## config.mk

```make
export PLATFORM = sky130hd
export DESIGN_NAME = jtag_led_ctrl
export DESIGN_NICKNAME = d
export VERILOG_FILES = /design/src/rtl/jtag_led_ctrl.sv
export SDC_FILE = /design/constraint.sdc
export NUM_CORES = 1
export LEC_CHECK = 0
export ABC_AREA = 1
export BUFFER_PORTS_ARGS = -buffer_cell sky130_fd_sc_hd__buf_4
export CAP_MARGIN = 15
export CORE_ASPECT_RATIO = 0.7
export CORE_MARGIN = 2
export CORE_UTILIZATION = 60
export CTS_CLUSTER_DIAMETER = 120
export DETAILED_ROUTE_END_ITERATION = 8
export PLACE_DENSITY = 0.78
export SLEW_MARGIN = 25
export SYNTH_ARGS = -nofsm -noshare
export SYNTH_HDL_FRONTEND = slang
export SYNTH_SLANG_ARGS = --single-unit
```

## constraint.sdc

```tcl
create_clock -name clk -period 4.95 [get_ports clk]
set_clock_uncertainty 0.05 [all_clocks]
set_input_delay 0.2475 -clock clk [delete_from_list [all_inputs] [get_ports clk]]
set_output_delay 0.2475 -clock clk [all_outputs]
set_load 0.01 [all_outputs]
```

## src/rtl/jtag_led_ctrl.sv

```systemverilog
// LED pattern controller fed by 8-bit command words from a JTAG data register.
// Supports static, blinking and chasing patterns with a programmable step rate.
module jtag_led_ctrl #(
    parameter int unsigned CLK_DIV        = 1000,
    parameter int unsigned LED_ACTIVE_LOW = 1
) (
    input  logic       clk,
    input  logic       rst,
    input  logic       cmd_valid,
    output logic       cmd_ready,
    input  logic [7:0] cmd_data,
    output logic [3:0] led,
    output logic [7:0] status
);

    typedef enum logic [1:0] {
        ModeStatic = 2'b00,
        ModeBlink  = 2'b01,
        ModeChase  = 2'b10
    } mode_e;

    typedef enum logic [1:0] {
        OpSet   = 2'b00,
        OpBlink = 2'b01,
        OpChase = 2'b10,
        OpRate  = 2'b11
    } op_e;

    localparam int unsigned   PW        = $clog2(CLK_DIV);
    localparam logic [PW-1:0] PRESC_MAX = PW'(CLK_DIV - 1);
    localparam logic [PW-1:0] PRESC_ONE = PW'(1);
    // XOR mask applied to the internal pattern to get the pin drive.
    localparam logic [3:0]    LED_MASK  = (LED_ACTIVE_LOW != 0) ? 4'hF : 4'h0;

    logic          decode_q;
    logic [7:0]    cmd_q;
    logic [PW-1:0] presc_q, presc_d;
    logic [5:0]    step_cnt_q, step_cnt_d;
    logic [5:0]    rate_q, rate_d;
    mode_e         mode_q, mode_d;
    logic [3:0]    pattern_q, pattern_d;
    logic          phase_q, phase_d;
    logic          dir_q, dir_d;
    logic [3:0]    led_q;
    logic [3:0]    internal_d;

    logic          accept;
    logic          tick;
    logic          step;
    op_e           opcode;
    logic [5:0]    arg;

    assign cmd_ready = ~rst & ~decode_q;
    assign accept    = cmd_valid & cmd_ready;
    assign tick      = (presc_q == PRESC_MAX);
    assign step      = tick & (step_cnt_q == (rate_q - 6'd1));
    assign opcode    = op_e'(cmd_q[7:6]);
    assign arg       = cmd_q[5:0];

    always_comb begin
        presc_d    = tick ? '0 : presc_q + PRESC_ONE;
        step_cnt_d = step_cnt_q;
        if (tick) begin
            step_cnt_d = step ? 6'd0 : step_cnt_q + 6'd1;
        end
        rate_d    = rate_q;
        mode_d    = mode_q;
        pattern_d = pattern_q;
        phase_d   = phase_q;
        dir_d     = dir_q;

        // A decoded command always wins over a coincident step event.
        if (decode_q) begin
            step_cnt_d = '0;
            unique case (opcode)
                OpSet: begin
                    mode_d    = ModeStatic;
                    pattern_d = arg[3:0];
                    presc_d   = '0;
                end
                OpBlink: begin
                    mode_d    = ModeBlink;
                    pattern_d = arg[3:0];
                    phase_d   = 1'b1;
                    presc_d   = '0;
                end
                OpChase: begin
                    mode_d    = ModeChase;
                    pattern_d = 4'b0001;
                    dir_d     = arg[0];
                    presc_d   = '0;
                end
                OpRate: begin
                    rate_d = (arg == 6'd0) ? 6'd1 : arg;
                end
                default: ;
            endcase
        end else if (step) begin
            case (mode_q)
                ModeBlink: phase_d = ~phase_q;
                ModeChase: pattern_d = dir_q ? {pattern_q[0], pattern_q[3:1]}
                                             : {pattern_q[2:0], pattern_q[3]};
                default: ;
            endcase
        end
    end

    always_comb begin
        case (mode_d)
            ModeBlink: internal_d = phase_d ? pattern_d : 4'b0000;
            default:   internal_d = pattern_d;
        endcase
    end

    always_ff @(posedge clk) begin
        if (rst) begin
            decode_q   <= 1'b0;
            cmd_q      <= '0;
            presc_q    <= '0;
            step_cnt_q <= '0;
            rate_q     <= 6'd1;
            mode_q     <= ModeStatic;
            pattern_q  <= '0;
            phase_q    <= 1'b1;
            dir_q      <= 1'b0;
            led_q      <= LED_MASK;
        end else begin
            decode_q <= accept;
            if (accept) begin
                cmd_q <= cmd_data;
            end
            presc_q    <= presc_d;
            step_cnt_q <= step_cnt_d;
            rate_q     <= rate_d;
            mode_q     <= mode_d;
            pattern_q  <= pattern_d;
            phase_q    <= phase_d;
            dir_q      <= dir_d;
            led_q      <= internal_d ^ LED_MASK;
        end
    end

    assign led    = led_q;
    assign status = {mode_q, rate_q};

endmodule
```

==> results.sh, run 1 <==
export IMPL_placement_setup_worst_slack_ns=2.90
export IMPL_period_needed_ns=2.07
export IMPL_synth_adder_area_share=0.0178
export IMPL_synth_xor_area_share=0.00833
export IMPL_floorplan_initialDensity=0.646
export IMPL_period_share=0.419
export IMPL_postRouteAntennaNets=0
export IMPL_ys_seq_elements=43
export IMPL_cts_buffers=5
export IMPL_hold_path_depth=3
export IMPL_synthesis_area_um2=2100
export IMPL_required_ns=5.09
export IMPL_final_cell_area_um2=2400
export IMPL_htree_num_levels=2
export IMPL_critPathLaunchType="register"
export IMPL_cap_violations=0
export IMPL_grt_max_degree=18
export IMPL_postCtsSetupRepairBufs=0
export IMPL_timing_final_setup_violations=0
export IMPL_post_route_util=0.739
export IMPL_power_mw=0.653
export IMPL_hold_path_class="in -> reg"
export IMPL_outcome="complete, no violations"
export IMPL_cellPowerDensity_nw_per_um2=272
export IMPL_clock_latency_ns=0.29
export IMPL_worst_ep_arrival_time_ns=2.21
export IMPL_end_kind="register"
export IMPL_cp_common_cell="sky130_fd_sc_hd__nand2_1"
export IMPL_slew_headroom=0.615
export IMPL_finalMaxSlewViolations=0
export IMPL_synth_warnings=0
export IMPL_fmax_ghz=0.482
export IMPL_place_detailed_hpwl_um=3640
export IMPL_critical_path_max_fanout=8
export IMPL_antenna_found_initial=0
export IMPL_top_level_ports=24
export IMPL_clock_sink_count=43
export IMPL_detail_route_wl_per_cell_um=12.5
export IMPL_synth_net_count=320
export IMPL_async_reset_ff_frac=0
export IMPL_min_from="cmd_data[7]"
export IMPL_rr_worst_depth=13
export IMPL_place_port_buffers=23
export IMPL_yosys_cell_types_count=31
export IMPL_crit_path_start="rate_q[0]$_SDFFE_PP1P_"
export IMPL_path_delay_family="simple AND/OR/NAND/NOR gates"
export IMPL_globalRoute_totalOverflow=0
export IMPL_leakage_nw=1.08
export IMPL_clock_tree_from_tritoncts="done"
export IMPL_drc=0
export IMPL_seq_area_frac_synth=0.409
export IMPL_dieHeight_um=53.5
export IMPL_placementRows=17
export IMPL_detailed_route_via_count=2007
export IMPL_setup_repair_after_global_routing_missed_its_margin="no"
export IMPL_cp_num_buf_inv=2
export IMPL_synth_main_ff_cell="sky130_fd_sc_hd__dfxtp_1"
export IMPL_syn_avg_cell_area_um2=6.87
export IMPL_nNetsFinal=346
export IMPL_reg2reg_setup_slack_ns=2.88
export IMPL_die_width_um=74.8
export IMPL_layout_area_overhead_vs_synth_pct=14.3
export IMPL_crit_path_cell_trace="inv_1 -> ha_1 -> nand2_1 -> inv_1 -> nor2_1 -> nand2_1 -> nor2_2 -> nand2_2 -> nor2_8 -> nand2_4 -> nand2_1 -> nand3_1 -> and2_1"
export IMPL_fin_ws_ns=2.88
export IMPL_crit_end="pattern_q[3]$_SDFF_PP0_"
export IMPL_gp_routability_congestion=0.945
export IMPL_hold_viol_final=0
export IMPL_rr_endpoint="pattern_q[3]$_SDFF_PP0_"
export IMPL_placement_cell_area_um2=2320
export IMPL_vias_in_the_first_global_route=1821
export IMPL_regToRegStartpoint="rate_q[0]$_SDFFE_PP1P_"
export IMPL_critical_path_max_stage_delay_ns=0.45
export IMPL_n_antenna_cell=0
export IMPL_worst_path_stages=13
export IMPL_synthCells=306
export IMPL_fin_setup_tns_ns=0
export IMPL_worst_pin_slew_ns=0.576
export IMPL_clock_path_buffers=2
export IMPL_grt_first_pass_wirelength_um=8300
export IMPL_post_synth_edffs=0
export IMPL_synth_area_mux_share=0
export IMPL_drt_pass1_iterations=4
export IMPL_cts_hold_buf=0
export IMPL_totalWireLength_um=4770
export IMPL_placeableCoreArea_um2=3250
export IMPL_power_ir_vdd_worst_mv=0.228
export IMPL_synth_compound_area_share=0.139
export IMPL_post_cts_resize_count=0
export IMPL_dominant_combinational_cell_family_by_area_after_synthesis="simple AND/OR/NAND/NOR gates"
export IMPL_clk_transition_reported_paths_ns=0.08
export IMPL_drive_gt1_frac=0.135
export IMPL_nFillCells=267
export IMPL_drt_iter0_markers=190
export IMPL_die_area_um2=4000
export IMPL_root_buffer="sky130_fd_sc_hd__clkbuf_8"
export IMPL_crit_path_top_delay_cell="sky130_fd_sc_hd__dfxtp_1"
export IMPL_groute_usage_overall=0.277
export IMPL_viasPerCell=5.28
export IMPL_timing_setup_critical_path_class="reg -> reg"
export IMPL_synthSimpleGateAreaFrac=0.332
[worst min path at each step]
stage                                  to  slack (ns)
floorplan           cmd_q[0]$_SDFFE_PP0P_        0.31
global route        cmd_q[7]$_SDFFE_PP0P_        0.10
detailed placement  presc_q[9]$_SDFF_PP0_        0.40
finish              cmd_q[7]$_SDFFE_PP0P_        0.10
global placement    presc_q[9]$_SDFF_PP0_        0.40
CTS                 cmd_q[7]$_SDFFE_PP0P_        0.10
[sequential cells by signal, indices dropped and copies added, names as in the netlist]
name / cells
presc_q: 10
decode_q: 1
step_cnt_q: 6
rate_q: 6
pattern_q: 4
led: 4
phase_q: 1
mode_q: 2
dir_q: 1
cmd_q: 8
[cells in the final DEF (no fill, tap or decap), drive strengths merged]
cell type / n
a211oi: 1
a21oi: 19
a221oi: 3
a31oi: 1
and2: 3
buf: 23
clkbuf: 6
clkinv: 2
clkinvlp: 1
dfxtp: 43
ha: 3
inv: 47
nand2: 71
nand3: 25
nand4: 2
nor2: 44
nor3: 11
nor4: 1
o211ai: 1
o21a: 2
o21ai: 12
o21bai: 2
o22ai: 1
o31ai: 6
o41ai: 1
xor2: 2
[through the flow]
stage	cells	hold slack, ns
2_1_floorplan	306	0.310
3_3_place_gp	372	0.396
3_5_place_dp	372	0.398
4_1_cts	380	0.102
5_1_grt	380	0.101
6_report	380	0.104
[per-layer routing]
metal  track usage  vias up  part of all wire
li1              -     1038                 -
met1         0.417      889              0.53
met2         0.403       76              0.39
met3        0.0581        4             0.076
met4        0.0685        0            0.0067
met5             0        -                 0
[worst min-delay path: stages]
cell	delay, ns
sky130_fd_sc_hd__buf_4	0.08
sky130_fd_sc_hd__nand2_1	0.04
sky130_fd_sc_hd__o31ai_1	0.05
[cells by family after synthesis]
family                   Yosys count
adder cells (fa/ha/maj)            3
XOR/XNOR                           2
buffers and inverters             52
AO/OA/AOI/OAI                     49
flip-flops                        43
AND/OR/NAND/NOR                  157
[cell usage after synthesis (all sizes together) (6+ instances only)]
library cell	number	area [um^2]
a21oi	19	95.1
o31ai	6	45.0
nand2	71	282
nand3	25	130
inv	47	176
nor3	11	55.1
o21ai	12	60.1
nor2	44	194
dfxtp	43	861
[layout make-up]
class,count,area [um^2],share of cell area
multi-input cells,211,1050,0.435
repair buffers,23,173,0.0718
clock buffers,6,72.6,0.0302
flip-flops and latches,43,861,0.358
clock inverters,2,12.5,0.00521
inverters,48,180,0.0750
well taps,47,58.8,0.0245
[power breakdown]
group	switching [mW]	total [mW]	internal [mW]	leakage, nW
Sequential	0.0131	0.373	0.360	0.351
Combinational	0.0398	0.0661	0.0264	0.683
Clock	0.115	0.214	0.0986	0.0412
Power figures use the tool's default switching activity.
==> run 2: changes to the inputs <==
- CORE_UTILIZATION: 60 -> 52
- PLACE_DENSITY: 0.78 -> 0.71
- clock period: 4.95 -> 1.8 ns (I/O delays scaled with it)
==> results.sh, run 2 (synthesis results as in run 1) <==
export IMPL_placementRows=19
export IMPL_clock_tree_from_tritoncts="done"
export IMPL_cp_common_cell="sky130_fd_sc_hd__nand3_2"
export IMPL_timing_final_setup_violations=0
export IMPL_required_ns=1.95
export IMPL_timing_hold_worst_endpoint="mode_q[1]$_SDFF_PP0_"
export IMPL_critical_path_max_stage_delay_ns=0.36
export IMPL_clock_latency_ns=0.31
export IMPL_viasPerCell=5.21
export IMPL_finalMaxSlewViolations=0
export IMPL_groute_usage_overall=0.249
export IMPL_detailed_route_via_count=2131
export IMPL_drt_iter0_markers=197
export IMPL_power_mw=1.87
export IMPL_largest_register_ffs=10
export IMPL_htree_num_levels=2
export IMPL_timing_setup_critical_path_class="reg -> reg"
export IMPL_worst_pin_slew_ns=0.438
export IMPL_internal_power_mw=1.37
export IMPL_cellPowerDensity_nw_per_um2=694
export IMPL_postRouteAntennaNets=0
export IMPL_post_place_cells=390
export IMPL_worst_ep_arrival_time_ns=1.93
export IMPL_drc=0
export IMPL_layout_area_overhead_vs_synth_pct=28.3
export IMPL_fin_ws_ns=0.0186
export IMPL_nFillCells=344
export IMPL_leakage_nw=1.20
export IMPL_cp_num_buf_inv=1
export IMPL_grt_max_degree=16
export IMPL_top_library_cells_by_usage_in_the_layout_fill_and_taps_aside="sky130_fd_sc_hd__nand2_1, sky130_fd_sc_hd__inv_1, sky130_fd_sc_hd__buf_4"
export IMPL_globalRoute_totalOverflow=0
export IMPL_reg2reg_setup_slack_ns=0.02
export IMPL_setup_repair_after_global_routing_missed_its_margin="yes"
export IMPL_floorplan_initialDensity=0.539
export IMPL_power_ir_vdd_worst_mv=0.513
export IMPL_critPathLaunchType="register"
export IMPL_regToRegStartpoint="presc_q[1]$_SDFF_PP0_"
export IMPL_place_port_buffers=23
export IMPL_outcome="complete, no violations"
export IMPL_clk_transition_reported_paths_ns=0.08
export IMPL_placement_cell_area_um2=2420
export IMPL_crit_path_top_delay_cell="sky130_fd_sc_hd__dfxtp_2"
export IMPL_clock_path_buffers=2
export IMPL_period_needed_ns=1.78
export IMPL_nNetsFinal=370
export IMPL_die_width_um=80.0
export IMPL_layoutNonFillerInstCount=409
export IMPL_end_kind="register"
export IMPL_placeableCoreArea_um2=3900
export IMPL_fin_setup_tns_ns=0
export IMPL_place_detailed_hpwl_um=3840
export IMPL_n_antenna_cell=0
export IMPL_grt_first_pass_wirelength_um=8700
export IMPL_critical_path_max_fanout=7
export IMPL_power_share_clock=0.326
export IMPL_cap_violations=0
export IMPL_gp_routability_congestion=0.917
export IMPL_top_level_ports=24
export IMPL_drt_pass1_iterations=4
export IMPL_path_delay_family="simple AND/OR/NAND/NOR gates"
export IMPL_hold_path_class="in -> reg"
export IMPL_min_from="rst"
export IMPL_root_buffer="sky130_fd_sc_hd__clkbuf_8"
export IMPL_totalWireLength_um=5270
export IMPL_dieHeight_um=57.2
export IMPL_layout_cells_most_common="sky130_fd_sc_hd__nand2_1"
export IMPL_vias_in_the_first_global_route=1916
export IMPL_detail_route_wl_per_cell_um=12.9
export IMPL_antenna_found_initial=0
export IMPL_switching_share=0.268
export IMPL_power_frac_seq=0.549
export IMPL_fmax_ghz=0.561
export IMPL_rr_worst_depth=11
export IMPL_die_area_um2=4580
export IMPL_final_cell_area_um2=2700
export IMPL_cts_buffers=5
export IMPL_period_share=0.990
export IMPL_power_switching_mw=0.502
export IMPL_rr_endpoint="pattern_q[2]$_SDFF_PP0_"
export IMPL_clock_sink_count=43
export IMPL_reg_top3="presc_q x10, cmd_q x8"
export IMPL_max_flop_register="presc_q"
export IMPL_hold_viol_final=0
export IMPL_post_route_util=0.692
export IMPL_placement_setup_worst_slack_ns=-0.0311
export IMPL_hold_path_depth=2
export IMPL_slew_headroom=0.707
export IMPL_holdWs_ns=0.0283
export IMPL_comb_power_share=0.125
export IMPL_drive_gt1_frac=0.255
export IMPL_crit_path_cell_trace="ha_4 -> nand2_2 -> inv_2 -> nand3_2 -> nor2_2 -> nand3_2 -> nor2_8 -> nand2_4 -> nand2_2 -> nand3_2 -> and2_4"
[run 2: cell types whose count changed in the layout (fill, tap and decap cells not counted), sizes merged]
cell and delta:
dlygate4sd3 +8, buf +16
[run 2: how the worst max path moves through the flow]
stage                           start                       to  slack [ns]  depth (start not counted)
2_1_floorplan  rate_q[0]$_SDFFE_PP1P_  pattern_q[1]$_SDFF_PP0_       0.002                         13
3_3_place_gp   rate_q[0]$_SDFFE_PP1P_  pattern_q[2]$_SDFF_PP0_        0.02                         13
3_5_place_dp   rate_q[0]$_SDFFE_PP1P_  pattern_q[2]$_SDFF_PP0_       -0.03                         13
4_1_cts        rate_q[0]$_SDFFE_PP1P_  pattern_q[1]$_SDFF_PP0_        0.01                         13
5_1_grt         presc_q[0]$_SDFF_PP0_  pattern_q[2]$_SDFF_PP0_       -0.08                         11
6_report        presc_q[1]$_SDFF_PP0_  pattern_q[2]$_SDFF_PP0_        0.02                         11
[run 2: cell type report]
class | count | area, um^2 | area share
multi-input combinational | 211 | 1130 | 0.418
clock inverter | 2 | 12.5 | 0.00464
inverter | 48 | 180 | 0.0668
sequential | 43 | 867 | 0.321
tap | 52 | 65.1 | 0.0241
clock buffer | 6 | 72.6 | 0.0269
timing repair buffer | 47 | 373 | 0.138
[run 2: what timing repair did]
action	CTS	global route
hold buffers	8	0
pin swaps	7	11
setup buffers	0	3
hold endpoints to repair	8	0
gates resized for setup	10	21
cloned	0	0
setup endpoints to repair	7	15
[run 2: worst reg2reg max path, cell delays in order (launching register included)]
cell                      delay [ns]
sky130_fd_sc_hd__dfxtp_2        0.36
sky130_fd_sc_hd__ha_4           0.14
sky130_fd_sc_hd__nand2_2        0.07
sky130_fd_sc_hd__inv_2          0.10
sky130_fd_sc_hd__nand3_2        0.08
sky130_fd_sc_hd__nor2_2         0.15
sky130_fd_sc_hd__nand3_2        0.13
sky130_fd_sc_hd__nor2_8         0.18
sky130_fd_sc_hd__nand2_4        0.08
sky130_fd_sc_hd__nand2_2        0.09
sky130_fd_sc_hd__nand3_2        0.09
sky130_fd_sc_hd__and2_4         0.15
[run 2: metal layers]
metal | track usage | up-vias | share of wire
li1 | - | 1085 | -
met1 | 0.375 | 965 | 0.49
met2 | 0.351 | 73 | 0.43
met3 | 0.0506 | 8 | 0.069
met4 | 0.0944 | 0 | 0.013
met5 | 0 | - | 0
[run 2: power by group through the flow]
| stage | logic (mW) | registers [mW] | clock network (mW) |
|---|---|---|---|
| 2_1_floorplan | 0.113 | 1.04 | 0 |
| 3_3_place_gp | 0.194 | 1.04 | 0 |
| 3_5_place_dp | 0.196 | 1.04 | 0 |
| 4_1_cts | 0.216 | 1.02 | 0.617 |
| 5_1_grt | 0.262 | 1.03 | 0.657 |
| 6_report | 0.234 | 1.03 | 0.611 |
